--- src/rtl/uart_pkg.sv ---
// Shared UART definitions: transmit FSM states, data width and parity helper.
package uart_pkg;

  localparam int UART_DATA_W = 8;

  typedef enum logic [2:0] {
    IDLE   = 3'd0,
    START  = 3'd1,
    DATA   = 3'd2,
    PARITY = 3'd3,
    STOP   = 3'd4
  } tx_state_t;

  function automatic logic parity8(input logic [UART_DATA_W-1:0] data, input logic odd);
    return (^data) ^ odd;
  endfunction

endpackage

--- src/rtl/uart_sync_fifo.sv ---
// Single-clock FIFO with registered occupancy count; full blocks a push even
// when a pop happens in the same cycle, and there is no fall-through.
module uart_sync_fifo #(
  parameter int DEPTH = 8,
  parameter int WIDTH = 8
) (
  input  logic                     clk,
  input  logic                     rst_n,
  input  logic                     push,
  input  logic [WIDTH-1:0]         wr_data,
  input  logic                     pop,
  output logic [WIDTH-1:0]         rd_data,
  output logic [$clog2(DEPTH):0]   count,
  output logic                     full,
  output logic                     empty
);

  localparam int AW = $clog2(DEPTH);

  logic [WIDTH-1:0] mem_r [DEPTH];
  logic [AW-1:0]    wr_ptr_r;
  logic [AW-1:0]    rd_ptr_r;
  logic [AW:0]      count_r;
  logic             push_s;
  logic             pop_s;

  assign full    = (count_r == (AW+1)'(DEPTH));
  assign empty   = (count_r == (AW+1)'(0));
  assign push_s  = push && !full;
  assign pop_s   = pop && !empty;
  assign rd_data = mem_r[rd_ptr_r];
  assign count   = count_r;

  // storage array, written at the tail
  always_ff @(posedge clk) begin
    if (push_s) begin
      mem_r[wr_ptr_r] <= wr_data;
    end
  end

  // pointers wrap naturally at the power-of-two depth
  always_ff @(posedge clk or negedge rst_n) begin
    if (!rst_n) begin
      wr_ptr_r <= '0;
      rd_ptr_r <= '0;
      count_r  <= '0;
    end else begin
      if (push_s) begin
        wr_ptr_r <= wr_ptr_r + AW'(1);
      end
      if (pop_s) begin
        rd_ptr_r <= rd_ptr_r + AW'(1);
      end
      case ({push_s, pop_s})
        2'b10:   count_r <= count_r + (AW+1)'(1);
        2'b01:   count_r <= count_r - (AW+1)'(1);
        default: count_r <= count_r;
      endcase
    end
  end

endmodule

--- src/rtl/uart_tx_buffered.sv ---
// Buffered UART transmitter: byte FIFO feeding an 8-bit LSB-first serialiser
// with optional parity and one or two stop bits, paced by an external baud tick.
module uart_tx_buffered
  import uart_pkg::*;
#(
  parameter int DEPTH      = 8,
  parameter int STOP_BITS  = 1,
  parameter int PARITY_EN  = 0,
  parameter int PARITY_ODD = 0
) (
  input  logic                     clk,
  input  logic                     rst_n,
  input  logic                     baud_tick,
  input  logic [UART_DATA_W-1:0]   in_data,
  input  logic                     in_valid,
  output logic                     in_ready,
  output logic                     tx,
  output logic                     baud_en,
  output logic                     busy,
  output logic [$clog2(DEPTH):0]   fifo_count
);

  localparam int CW = $clog2(DEPTH) + 1;

  tx_state_t              state_r, state_n;
  logic [UART_DATA_W-1:0] shift_r, shift_n;
  logic [2:0]             idx_r, idx_n;
  logic [0:0]             stop_r, stop_n;
  logic                   par_r, par_n;
  logic                   tx_r, tx_n;
  logic                   busy_r;
  logic                   baud_en_r;
  logic                   start_s;
  logic                   pop_s;
  logic                   push_s;
  logic [UART_DATA_W-1:0] head_s;
  logic [CW-1:0]          count_s;
  logic [CW-1:0]          count_nxt_s;
  logic                   full_s;
  logic                   empty_s;

  uart_sync_fifo #(
    .DEPTH (DEPTH),
    .WIDTH (UART_DATA_W)
  ) u_fifo (
    .clk     (clk),
    .rst_n   (rst_n),
    .push    (push_s),
    .wr_data (in_data),
    .pop     (pop_s),
    .rd_data (head_s),
    .count   (count_s),
    .full    (full_s),
    .empty   (empty_s)
  );

  assign in_ready    = !full_s;
  assign push_s      = in_valid && in_ready;
  assign count_nxt_s = count_s + CW'(push_s) - CW'(pop_s);
  assign fifo_count  = count_s;
  assign tx          = tx_r;
  assign busy        = busy_r;
  assign baud_en     = baud_en_r;

  // next-state, serialiser and pop decode; everything advances only on a tick
  always_comb begin
    state_n = state_r;
    shift_n = shift_r;
    idx_n   = idx_r;
    stop_n  = stop_r;
    par_n   = par_r;
    tx_n    = tx_r;
    start_s = 1'b0;
    pop_s   = 1'b0;
    if (baud_tick) begin
      case (state_r)
        IDLE: begin
          if (!empty_s) begin
            start_s = 1'b1;
          end else begin
            tx_n = 1'b1;
          end
        end
        START: begin
          tx_n    = shift_r[0];
          shift_n = {1'b0, shift_r[UART_DATA_W-1:1]};
          idx_n   = 3'd0;
          state_n = DATA;
        end
        DATA: begin
          if (idx_r == 3'd7) begin
            if (PARITY_EN != 0) begin
              tx_n    = par_r;
              state_n = PARITY;
            end else begin
              tx_n    = 1'b1;
              stop_n  = 1'b0;
              state_n = STOP;
            end
          end else begin
            tx_n    = shift_r[0];
            shift_n = {1'b0, shift_r[UART_DATA_W-1:1]};
            idx_n   = idx_r + 3'd1;
          end
        end
        PARITY: begin
          tx_n    = 1'b1;
          stop_n  = 1'b0;
          state_n = STOP;
        end
        STOP: begin
          if (stop_r == 1'(STOP_BITS - 1)) begin
            if (!empty_s) begin
              start_s = 1'b1;
            end else begin
              tx_n    = 1'b1;
              state_n = IDLE;
            end
          end else begin
            stop_n = stop_r + 1'b1;
          end
        end
        default: begin
          tx_n    = 1'b1;
          state_n = IDLE;
        end
      endcase
    end else begin
      state_n = state_r;
    end
    // a frame start pops the head byte and drives the start bit on the same edge
    if (start_s) begin
      pop_s   = 1'b1;
      shift_n = head_s;
      par_n   = parity8(head_s, 1'(PARITY_ODD));
      tx_n    = 1'b0;
      state_n = START;
    end else begin
      pop_s = 1'b0;
    end
  end

  // FSM, datapath and registered status outputs
  always_ff @(posedge clk or negedge rst_n) begin
    if (!rst_n) begin
      state_r   <= IDLE;
      shift_r   <= '0;
      idx_r     <= 3'd0;
      stop_r    <= 1'b0;
      par_r     <= 1'b0;
      tx_r      <= 1'b1;
      busy_r    <= 1'b0;
      baud_en_r <= 1'b0;
    end else begin
      state_r   <= state_n;
      shift_r   <= shift_n;
      idx_r     <= idx_n;
      stop_r    <= stop_n;
      par_r     <= par_n;
      tx_r      <= tx_n;
      busy_r    <= (state_n != IDLE);
      baud_en_r <= (state_n != IDLE) || (count_nxt_s != CW'(0));
    end
  end

endmodule

--- config.mk ---
export PLATFORM = sky130hd
export DESIGN_NAME = uart_tx_buffered
export DESIGN_NICKNAME = d
export VERILOG_FILES = /design/src/rtl/uart_pkg.sv /design/src/rtl/uart_sync_fifo.sv /design/src/rtl/uart_tx_buffered.sv
export SDC_FILE = /design/constraint.sdc
export NUM_CORES = 1
export LEC_CHECK = 0
export ABC_CLOCK_PERIOD_IN_PS = 4400
export CAP_MARGIN = 10
export CORE_MARGIN = 2
export CORE_UTILIZATION = 41
export DETAILED_ROUTE_END_ITERATION = 10
export GPL_TIMING_DRIVEN = 0
export REMOVE_ABC_BUFFERS = 1
export SKIP_CTS_REPAIR_TIMING = 1
export SLEW_MARGIN = 20
export SYNTH_ARGS = -nofsm -noshare
export SYNTH_HDL_FRONTEND = slang
export SYNTH_HIERARCHICAL = 1
export SYNTH_SLANG_ARGS = --single-unit
--- constraint.sdc ---
create_clock -name clk -period 4.4 [get_ports clk]
set_clock_uncertainty 0.2 [all_clocks]
set_input_delay 0.88 -clock clk [delete_from_list [all_inputs] [get_ports clk]]
set_output_delay 0.88 -clock clk [all_outputs]
set_load 0.005 [all_outputs]
Word level (Yosys, flattened, before mapping)
Memory sizes are Yosys's and may differ from the RTL's.
Cells that the tools add are included.
{ "classes": {"add_sub_neg": 8, "n_mul": 0, "div_mod_pow": 0, "magnitude_cmp": 0, "eq_ne": 12, "shift": 0, "n_mux": 29, "bitwise": 0, "n_reduce_logical": 19} }
{ "ops": {"columns": ["operator", "n"], "rows": [
  ["two-way mux 8 bit", 3],
  ["two-way mux 3 bit", 6],
  ["one-hot mux 8 bit (2 select lines)", 1],
  ["one-hot mux 3 bit (5 select lines)", 1],
  ["two-way mux 1 bit", 13],
  ["adder 3 x 1 -> 3 bit, second input constant", 3],
  ["AND reduction 3 bit", 3],
  ["nonzero test 3 bit", 3],
  ["one-hot mux 4 bit (2 select lines)", 1],
  ["equality test 3 x 2 -> 1 bit, second input constant", 2],
  ["equality test 3 bit, second input constant", 2],
  ["inequality test 3 bit, second input constant", 2],
  ["one-hot mux 3 bit (2 select lines)", 1],
  ["nonzero test 2 bit", 3],
  ["adder 4 x 1 -> 4 bit", 1],
  ["adder 4 x 1 -> 4 bit, second input constant", 1],
  ["equality test 4 bit, second input constant", 1],
  ["zero test 4 bit", 1],
  ["inequality test 2 bit, second input constant", 2],
  ["one-hot mux 1 bit (4 select lines)", 1],
  ["nonzero test 4 bit", 1],
  ["subtractor 4 x 1 -> 4 bit", 1],
  ["subtractor 4 x 1 -> 4 bit, second input constant", 1],
  ["equality test 3 x 1 -> 1 bit, second input constant", 1],
  ["other kinds (10)", 13]
]} }
{ "totals": {"regBits": 28, "latchBits": 0, "ramBits": 64, "romBits": 0, "inputBits": 12, "output_inout_bits": 8, "word_cells": 79, "n_memories": 1} }
{ "mem_list": {"columns": ["memory", "words", "width", "rd", "rd_ports_with_merged_regs", "write_ports", "line", "source"], "rows": [
  ["u_fifo.mem_r", 8, 8, 1, 0, 1, "uart_sync_fifo.sv:20", "logic [WIDTH-1:0] mem_r [DEPTH];"]
]} }

Logic depth before layout (Yosys ltp)
Gate-level depths: netlist (run 1).
{ "depth": {"depth_word": 9, "ltp_mapped": 12, "mapped_depth_nobuf": 12} }

Hierarchy
The synthesis (run 1) kept the hierarchy.
{ "by_module_without_submodules": {"columns": ["mod", "instances", "cells_per_inst", "area_per_inst_um2", "seq_area_each_um2"], "rows": [
  ["uart_sync_fifo", 1, 160, 3124.2, 2172.1],
  ["uart_tx_buffered", 1, 99, 1049.8, 426.7]
]} }

Worst setup path after synthesis (run 1)
Ideal clock, no wire load.
{ "synth_timing": {"path_type": "register to register", "start": "register u_fifo.count_r[1], in the netlist u_fifo/count[1]", "end": "register u_fifo.count_r[3], in the netlist u_fifo/count[3]", "arrival_time_ns": 2.803, "required_time_ns": 4.066, "path_slack_ns": 1.263, "stages_incl_launch_ff": 12, "synth_period_minus_slack_ns": 3.137, "path_cell_list": "dfrtp_1 or4b_4 inv_1 inv_1 nand2_1 inv_1 nand2_1 ha_1 ha_1 or4b_2 o311ai_0 o211ai_1"} }
{ "synth_via": {"word_cells_on_any_way": 18, "classes_between": "2 x add/sub; 3 x eq/ne; 6 x mux; 7 x reduce/logical"} }
{ "synth_lines": {"columns": ["element", "line", "source"], "rows": [
  ["from (decl)", "uart_sync_fifo.sv:23", "logic [AW:0] count_r;"],
  ["from (signal assigned)", "uart_sync_fifo.sv:55", "2'b10: count_r <= count_r + (AW+1)'(1);"],
  ["from (signal assigned)", "uart_sync_fifo.sv:56", "2'b01: count_r <= count_r - (AW+1)'(1);"],
  ["from (signal assigned)", "uart_sync_fifo.sv:57", "default: count_r <= count_r;"],
  ["equality test 4 bit *", "uart_sync_fifo.sv:27", "assign full = (count_r == (AW+1)'(DEPTH));"],
  ["named net full_s", "uart_tx_buffered.sv:39", "logic full_s;"],
  ["zero test 1 bit *", "uart_tx_buffered.sv:57", "assign in_ready = !full_s;"],
  ["named net in_ready", "uart_tx_buffered.sv:16", "output logic in_ready,"],
  ["logical AND 1 bit *", "uart_tx_buffered.sv:58", "assign push_s = in_valid && in_ready;"],
  ["named net push_s", "uart_tx_buffered.sv:35", "logic push_s;"],
  ["logical AND 1 bit *", "uart_sync_fifo.sv:29", "assign push_s = push && !full;"],
  ["equality test 2 x 1 -> 1 bit / equality test 2 bit (equally long branches)", "uart_sync_fifo.sv:54", "case ({push_s, pop_s})"],
  ["one-hot mux 4 bit (2 select lines) / nonzero test 2 bit (equally long branches)", null, null]
]} }
Mark *: on every way through the listed nets, which the timed path passes. The rest lies on a longest branch.
A chain may end at the register's enable or synchronous reset.

Final worst setup path (run 1)
{ "layout_timing": {"start": "input port baud_tick", "end": "register u_fifo.count_r[3], in the netlist u_fifo/count[3]"} }
{ "layout_via": {"elab_chain_cells": 5, "word_cells_on_any_way": 7, "classes_between": "2 x eq/ne; 3 x mux; 2 x reduce/logical"} }
{ "layout_lines": {"columns": ["element", "line", "source"], "rows": [
  ["from (decl)", "uart_tx_buffered.sv:13", "input logic baud_tick,"],
  ["two-way mux 1 bit *", "uart_tx_buffered.sv:75", "if (baud_tick) begin"],
  ["two-way mux 1 bit *", "uart_tx_buffered.sv:132", "if (start_s) begin"],
  ["named net pop_s", "uart_tx_buffered.sv:34", "logic pop_s;"],
  ["logical AND 1 bit *", "uart_sync_fifo.sv:30", "assign pop_s = pop && !empty;"],
  ["named net u_fifo.pop_s", "uart_sync_fifo.sv:25", "logic pop_s;"],
  ["equality test 2 x 1 -> 1 bit / equality test 2 bit (equally long branches)", "uart_sync_fifo.sv:54", null],
  ["one-hot mux 4 bit (2 select lines) / nonzero test 2 bit (equally long branches)", null, null]
]} }
Marks and branches as above.

==> out/summary.txt, run 1 <==
Metal2 WL - 3342 um
CTS Sinks - 91
CTS max path bufs - 2
Io pins - 20
Core area - 9819 um^2
Initial Utilization - 42.51%
DRT iter0 DRCs - 101
Post-synth EDFFs - 64
Number of max-cap violations - 0
Endpoints failing setup - 0
Count of buffer and inverter cells on the critical path - 3
Post-synth top cells - 64 x edfxtp_1, 26 x dfrtp_1, 17 x inv_1
Most common cell in the netlist - edfxtp_1
Vias in the first global route - 2,169
Setup TNS - 0 ps
Synth unique cells - 52
Fin crit period - 3889 ps
Vias - 2,132
Nets - 308
Yosys reg bits - 91
Worst Setup End Kind - register
Outcome - finished, final reports clean
Worst-Margin Slew - 1087 ps
Met3 routed wirelength - 172 um
WL met1 - 3379 um
Cell type with the highest aggregate area in the netlist - edfxtp_1
RD Place Congestion - 0.7242
RSZ-0062 raised after global routing - false
Ranking of synthesized cells by area - edfxtp_1 46%, dfrtp_1 16%, mux4_1 10%
Worst Hold Class - reg -> reg
Num rows - 36
Dpl cell area - 4486 um^2
Die Wd - 104.9 um
Pins over their slew limit - 0
Top_reg_cell synth - edfxtp_1
Largest net degree at the start of global routing - 28
Finished Layout Cells - 421
Worst Path Arrival - 3920 ps
Post-Syn Area - 4174 um^2
Share of cells above drive strength 1 - 15.97%
Sequential share of the synthesized area - 62.26%
Post-synth ARST share - 29.67%
Avg Inst Size Synth - 16.12 um^2
Crit path top cell by count - ha_1
Total Power - 0.002953 W
Crit path max-delay family - buffers and inverters
First-pass GRT wire length - 11,650 um
Dpl cells - 405
Tcrit/Tclk final - 88.39%
Root buf cell - clkbuf_8
Worst path cell trace - clkdlybuf4s50_1, nand4_4, inv_4, o41ai_1, inv_1, ha_1, ha_1, or4b_2, o311ai_0, o211ai_1
DRT Pass-1 Iters - 5
Final Core Density - 47.74%
Worst VDD drop - 225.4 uV
Top cell type's share of synthesized area - 46.04%
Total gr overflow - 0
Finished layout cell area - 4688 um^2
Critical path startpoint category - input pin
Relative slew slack - 27.25%
Antenna violations before repair - 0
Drt total wl - 7001 um
Antenna Diode Count - 0
Top Metal Used - met4
CP max-delay cell - clkdlybuf4s50_1
Slowest stage delay, CP - 770 ps
CTS tree - done
Clk slew on worst S/H paths - 100 ps
Yosys warns - 6
Final ANT Viol Nets - 0
Dpl hpwl - 4544 um
CTS buffer count - 9
Cells after synthesis - 259
Filler instances - 887
Synthesis-to-finish area growth - 12.32%
GRT Util Overall - 14.10%
Leak - 1.717 nW
Drt via density - 5.064
Fin. Hold Viols - 0
Worst EP required - 4430 ps
Port Buffer Count - 19
Avg WL per Cell - 16.63 um
Clock Latency Late Sink - 350 ps
Die height - 104.9 um
Highest clock rate - 257.1 MHz
CTS H-tree lvls - 3
Die ar. - 11,000 um^2
CP max FO - 11
Worst Setup Path Type - in -> reg
Pwr dens - 629.8 nW/um^2
DRC viols - 0
==> metrics by stage <==
stage	setup WS [ps]	hold slack (ps)
global route	287.2	293.1
detailed placement	152.8	263.4
CTS	529.7	277.3
floorplan	1263	249.2
finish	510.8	270.8
global placement	147.2	256.5
==> final cells by class <==
cell class | instances | area (um^2) | share of cell area [%]
clock buffers | 9 | 123.9 | 2.642
clock inverters | 7 | 78.83 | 1.681
inverters | 20 | 77.57 | 1.655
multi-input cells | 140 | 1443 | 30.77
flip-flops and latches | 91 | 2599 | 55.43
well taps | 133 | 166.4 | 3.550
repair buffers | 21 | 200.2 | 4.270
==> registers in the layout, summed over array words and instances, names as in the netlist <==
name / count
u_fifo/wr_ptr_r: 3
u_fifo/rd_ptr_r: 3
u_fifo/mem_r: 64
baud_en: 1
idx_r: 3
u_fifo/count: 4
busy: 1
state_r: 3
tx: 1
shift_r: 8
==> power by group <==
group,total [W],internal [W],switching (W)
registers,0.00137,0.00113,0.000240
logic,0.00103,0.000561,0.000471
clock network,0.000546,0.000225,0.000322
total,0.00295,0.00192,0.00103
==> final timing paths <==
path	cells after the start	end	startpoint	slack, ps
min	2	tx	tx	270
max in group asynchronous	1	u_fifo/wr_ptr_r[0]	rst_n	3270
max	10	u_fifo/count[3]	baud_tick	510
max reg2reg	11	u_fifo/count[3]	u_fifo/count[2]	930
min reg2reg	2	tx	tx	270
min in group asynchronous	1	idx_r[1]	rst_n	330
==> cells in the final DEF, fill, tap and decap left out, drive strengths merged, types with 2 or more instances in the layout <==
cell / netlist / final
buf: 8 / 3
nand3: 5 / 5
inv: 20 / 23
nand2b: 2 / 2
clkinv: 0 / 4
xor2: 2 / 2
clkbuf: 0 / 9
nor2: 12 / 12
xnor2: 7 / 7
o311ai: 2 / 2
clkdlybuf4s50: 0 / 18
a22o: 2 / 2
ha: 11 / 11
mux2: 10 / 10
o21ai: 10 / 10
o41ai: 2 / 2
edfxtp: 64 / 64
nor3b: 4 / 4
o22ai: 2 / 2
or4b: 2 / 2
a21oi: 7 / 7
fa: 2 / 2
dfrtp: 26 / 26
nor3: 2 / 2
nand3b: 2 / 2
mux2i: 7 / 7
mux4: 16 / 16
nand2: 16 / 16
==> kinds of logic after synthesis <==
kind of cell               count (synthesis)  share of synthesized area, %
muxes                                     33                         14.45
and+or+nand+nor                           51                         7.074
DFF                                       91                         62.26
xor gates and xnor gates                   9                         1.889
AOI/OAI and AO/OA                         34                         6.655
adders and majority gates                 13                         4.257
buffers and inverters                     28                         3.417
==> worst register-to-register path: stages, from the launching register on <==
cell      delay, ps
dfrtp_1         500
nor4_1          320
inv_1           170
nand4_4         150
inv_4           100
o41ai_1         130
inv_1           170
ha_1            340
ha_1            380
or4b_2          640
o311ai_0        120
o211ai_1        130
==> layer usage <==
metal / GRT usage [%] / vias up
li1: - / 1055
met1: 19.32 / 1047
met2: 22.22 / 21
met3: 2.682 / 9
met4: 5.714 / 0
met5: 0 / -
Power figures use the tool's default switching activity.
==> run 2: changes to the inputs <==
Settings changed: SETUP_SLACK_MARGIN set to 0.5.
==> run 2 against run 1 <==
  * Worst hold slack is essentially flat
  * Die area is the same
  * Cell count is the same
  * Non-clock buffer count is the same
  * First-iteration DRC count is the same
  * Sequential share of layout area is essentially flat
  * Flip-flop and latch count is the same
  * Critical path type unchanged
  * Critical endpoint unchanged
  * Largest cell class unchanged
  * Largest power group unchanged
  * Highest routed layer unchanged
==> out/summary.txt, run 2 (synthesis gave the netlist of run 1 again) <==
Outcome - finished, final reports clean
CTS buffer count - 9
Synthesis-to-finish area growth - 12.38%
Vias - 2,132
Worst R2R Path Depth - 11
Pwr dens - 629.3 nW/um^2
Io pins - 20
Vias in the first global route - 2,169
R2r startpoint - u_fifo/count[2]
GR Util met2 - 22.22%
Clock Latency Late Sink - 350 ps
DRC viols - 0
Commonest non-fill, non-tap cell in the layout - edfxtp_1
Endpoints failing setup - 0
Setup TNS - 0 ps
Pins over their slew limit - 0
Initial Utilization - 42.51%
Dpl cells - 405
Clk slew on worst S/H paths - 100 ps
Total gr overflow - 0
CP max-delay cell - or4b_2
Root buf cell - clkbuf_8
WHS Endpoint - tx
Crit path max-delay family - simple AND/OR/NAND/NOR gates
First-pass GRT wire length - 11,650 um
Fin. Hold Viols - 0
Worst Setup End Kind - register
Commonest cells after routing, fill and taps aside - 64 x edfxtp_1, 26 x dfrtp_1, 17 x inv_1, 17 x clkdlybuf4s50_1
Core area - 9819 um^2
Worst-Margin Slew - 1087 ps
Crit path top cell by count - ha_1
Antenna violations before repair - 0
Worst hold start - tx
Largest Register - u_fifo/mem_r
Fin crit period - 3509 ps
Largest net degree at the start of global routing - 28
Cells on Worst Hold Path - 2
GRT Util Overall - 14.10%
Highest clock rate - 285.0 MHz
CP max FO - 11
Nets - 308
Count of buffer and inverter cells on the critical path - 3
Die ar. - 11,000 um^2
Slowest stage delay, CP - 640 ps
RD Place Congestion - 0.7242
Number of max-cap violations - 0
Worst Setup Path Type - in -> reg
Leak - 1.726 nW
Worst Hold Class - reg -> reg
Drt via density - 5.064
Drt total wl - 7006 um
R2r endpoint - u_fifo/count[3]
Final ANT Viol Nets - 0
Antenna Diode Count - 0
CTS H-tree lvls - 3
Tcrit/Tclk final - 79.75%
Share of cells above drive strength 1 - 15.97%
DRT iter0 DRCs - 101
Worst path cell trace - dlymetal6s2s_1, nand4_4, inv_4, o41ai_1, inv_1, ha_1, ha_1, or4b_2, o311ai_0, o211ai_1
Reg-to-reg slack, setup - 940 ps
Finished Layout Cells - 421
Total Power - 0.002952 W
Final Core Density - 47.77%
WHS - 270.8 ps
CTS max path bufs - 2
Worst EP required - 4430 ps
Avg WL per Cell - 16.64 um
GR peak layer - met2
Worst Path Arrival - 3540 ps
Dpl hpwl - 4544 um
DRT Pass-1 Iters - 5
Worst VDD drop - 225.4 uV
Port Buffer Count - 19
CTS Sinks - 91
CTS tree - done
Critical path startpoint category - input pin
GRT met1 Usage - 19.32%
M3 GR Usage - 2.682%
Max FFs per register - 64
Die Wd - 104.9 um
Die height - 104.9 um
RSZ-0062 raised after global routing - false
Num rows - 36
Relative slew slack - 27.24%
==> run 2: cell types whose count changed in the layout (fill, tap and decap cells not counted) <==
cell / change
clkdlybuf4s50_1: -1
dlymetal6s2s_1: +1
==> run 2: routing by layer <==
metal | wire, um | part of all wire (%)
met5 | 0 | 0
met2 | 3341 | 48
met1 | 3374 | 48
met3 | 183 | 2.6
met4 | 107 | 1.5
==> run 2: worst register-to-register path, stage by stage, from the launching register on <==
cell and delay [ps]:
dfrtp_1 500, nor4_1 320, inv_1 170, nand4_4 150, inv_4 100, o41ai_1 130
inv_1 170, ha_1 340, ha_1 380, or4b_2 640, o311ai_0 120, o211ai_1 130
==> run 2: stage by stage <==
stage | cell area, um^2 | worst slack, ps
2_1_floorplan | 4109 | 1263
3_3_place_gp | 4466 | 147.2
3_5_place_dp | 4486 | 152.8
4_1_cts | 4688 | 529.7
5_1_grt | 4691 | 570.5
6_report | 4691 | 891.2
==> run 2: layout make-up <==
| cell class | count | area, um^2 |
|---|---|---|
| fill | 886 | 5129 |
| sequential | 91 | 2599 |
| multi-input combinational | 140 | 1443 |
| timing repair buffer | 21 | 202.7 |
| tap | 133 | 166.4 |
| clock buffer | 9 | 123.9 |
| clock inverter | 7 | 78.83 |
| inverter | 20 | 77.57 |
==> run 2: worst max path at each step <==
stage                               start               to  slack, ps  depth (start not counted)
after floorplan           u_fifo/count[1]  u_fifo/count[3]       1260                         11
after global placement          baud_tick  u_fifo/count[3]        150                         10
after detailed placement        baud_tick  u_fifo/count[3]        150                         10
after CTS                       baud_tick  u_fifo/count[3]        530                         10
after global routing      u_fifo/count[1]  u_fifo/count[3]        570                         11
final                           baud_tick  u_fifo/count[3]        890                         10
==> run 2: where the power goes <==
group / switching [W] / leakage [nW] / internal [W]
clock: 0.000322 / 0.102 / 0.000225
combinational: 0.000471 / 0.721 / 0.000561
sequential: 0.000240 / 0.904 / 0.00113
==> run 3: changes to the inputs <==
Settings changed: ABC_CLOCK_PERIOD_IN_PS 4400 to 3700.
Clock period 4.4 ns to 3.7 ns, I/O delays scaled along.
==> run 3 against run 2 <==
  * Cell count rose by 2.6%
  * Sequential share of layout area decreased by 1.5 points
  * Largest cell class unchanged
  * Clock power increased by 19%
  * Power grew 24%
  * Sequential power grew 20%
  * Core utilization up 1.5 points
  * Register-to-register slack worse by 270 ps
  * Combinational power grew 33%
  * Critical path type unchanged
  * Die area unchanged
  * Largest power group unchanged
  * Final area increased by 3.1%
  * Critical path depth stayed put
  * Worst hold slack worse by 80 ps
==> out/summary.txt, run 3 (synthesis gave the netlist of run 1 again) <==
Worst-Margin Slew - 1069 ps
CTS H-tree lvls - 3
Commonest non-fill, non-tap cell in the layout - edfxtp_1
Root buf cell - clkbuf_8
Worst Path Arrival - 3100 ps
First-pass GRT wire length - 11,650 um
Relative slew slack - 28.46%
Fin crit period - 3066 ps
Post-Place Worst Slack - -407.2 ps
Vias - 2,183
CTS tree - done
Highest clock rate - 326.2 MHz
Vias in the first global route - 2,169
DRC viols - 0
Count of buffer and inverter cells on the critical path - 3
GRT Util Overall - 14.10%
Antenna Diode Count - 0
RD Place Congestion - 0.7242
Total Power - 0.003661 W
CTS Sinks - 91
Worst Hold Class - in -> async
Total gr overflow - 0
Drt total wl - 7180 um
Crit path top cell by count - ha_4
Die Wd - 104.9 um
Largest Register - u_fifo/mem_r
Largest net degree at the start of global routing - 28
Antenna violations before repair - 0
Worst Setup Path Type - in -> reg
Initial Utilization - 42.51%
Crit path max-delay family - simple AND/OR/NAND/NOR gates
Port Buffer Count - 19
Nets - 319
Io pins - 20
CP max-delay cell - or4b_2
CP max FO - 11
Outcome - finished, final reports clean
Slowest stage delay, CP - 620 ps
Worst VDD drop - 268.1 uV
RSZ-0062 raised after global routing - false
Share of cells above drive strength 1 - 22.74%
CTS buffer count - 9
Final ANT Viol Nets - 0
Leak - 1.779 nW
Final Core Density - 49.24%
Clock Latency Late Sink - 350 ps
Endpoints failing setup - 0
Worst EP required - 3730 ps
Fin. Hold Viols - 0
Die ar. - 11,000 um^2
Commonest cells after routing, fill and taps aside - 64 x edfxtp_1, 22 x dfrtp_1, 17 x clkdlybuf4s50_1, 16 x inv_1, 16 x mux4_1
Pwr dens - 757.2 nW/um^2
Number of max-cap violations - 0
Max FFs per register - 64
WHS - 190.5 ps
CTS max path bufs - 2
Clk slew on worst S/H paths - 100 ps
Die height - 104.9 um
Core area - 9819 um^2
Num rows - 36
Pins over their slew limit - 0
Synthesis-to-finish area growth - 15.83%
Dpl hpwl - 4544 um
Critical path startpoint category - input pin
Drt via density - 5.053
Worst path cell trace - dlymetal6s2s_1, nand4_4, inv_4, o41ai_2, inv_1, ha_4, ha_4, or4b_2, o311ai_0, o211ai_1
Setup ws final - 634.4 ps
DRT iter0 DRCs - 117
Avg WL per Cell - 16.62 um
Tcrit/Tclk final - 82.86%
DRT Pass-1 Iters - 6
Worst Setup End Kind - register
run 3: cell count changes in the layout (fill, tap and decap cells not counted), sizes merged:
cell    delta
clkbuf     +1
buf       +10
run 3: area by class of cell:
class	count	area, um^2
clock inverter	7	78.83
sequential	91	2604
fill	877	4985
tap	133	166.4
inverter	20	77.57
timing repair buffer	32	282.8
clock buffer	9	123.9
multi-input combinational	140	1501
run 3: final timing paths:
path | startpoint | to | slack (ps) | cells after the start
setup reg to reg | u_fifo/count[1] | u_fifo/count[3] | 670 | 11
hold / removal | rst_n | idx_r[1] | 190 | 1
min in group clk | tx | tx | 270 | 2
setup / recovery | baud_tick | u_fifo/count[3] | 630 | 10
hold reg to reg | tx | tx | 270 | 2
max in group asynchronous | rst_n | u_fifo/count[3] | 2670 | 1
run 3: per-layer routing:
metal  GRT usage, %  part of all wire (%)  vias up
met1          19.32                    48     1074
li1               -                     -     1075
met2          22.22                    48       25
met3          2.682                   2.6        9
met4          5.714                   1.5        0
met5              0                     0        -
run 3: per-stage QoR:
stage	TNS [ps]	area, um^2	cells
after CTS	-30.31	4688	421
after global routing	0	4835	432
final	0	4835	432
after detailed placement	-446.6	4486	405
after floorplan	0	4109	251
after global placement	-441.0	4466	403
run 3: power by group:
| part | internal (W) | switching (W) | leakage (nW) | total, W |
|---|---|---|---|---|
| Clock | 0.000267 | 0.000384 | 0.102 | 0.000651 |
| Sequential | 0.00135 | 0.000289 | 0.899 | 0.00164 |
| Combinational | 0.000761 | 0.000607 | 0.778 | 0.00137 |
| Total | 0.00238 | 0.00128 | 1.78 | 0.00366 |
run 3: worst reg2reg max path, stage by stage (launching register included):
cell and delay [ps]:
dfrtp_2 470, or4b_4 580, inv_1 70, inv_1 40, nand2_1 90, inv_1 110, nand2_4 100, ha_4 160
ha_4 210, or4b_2 620, o311ai_0 120, o211ai_1 130
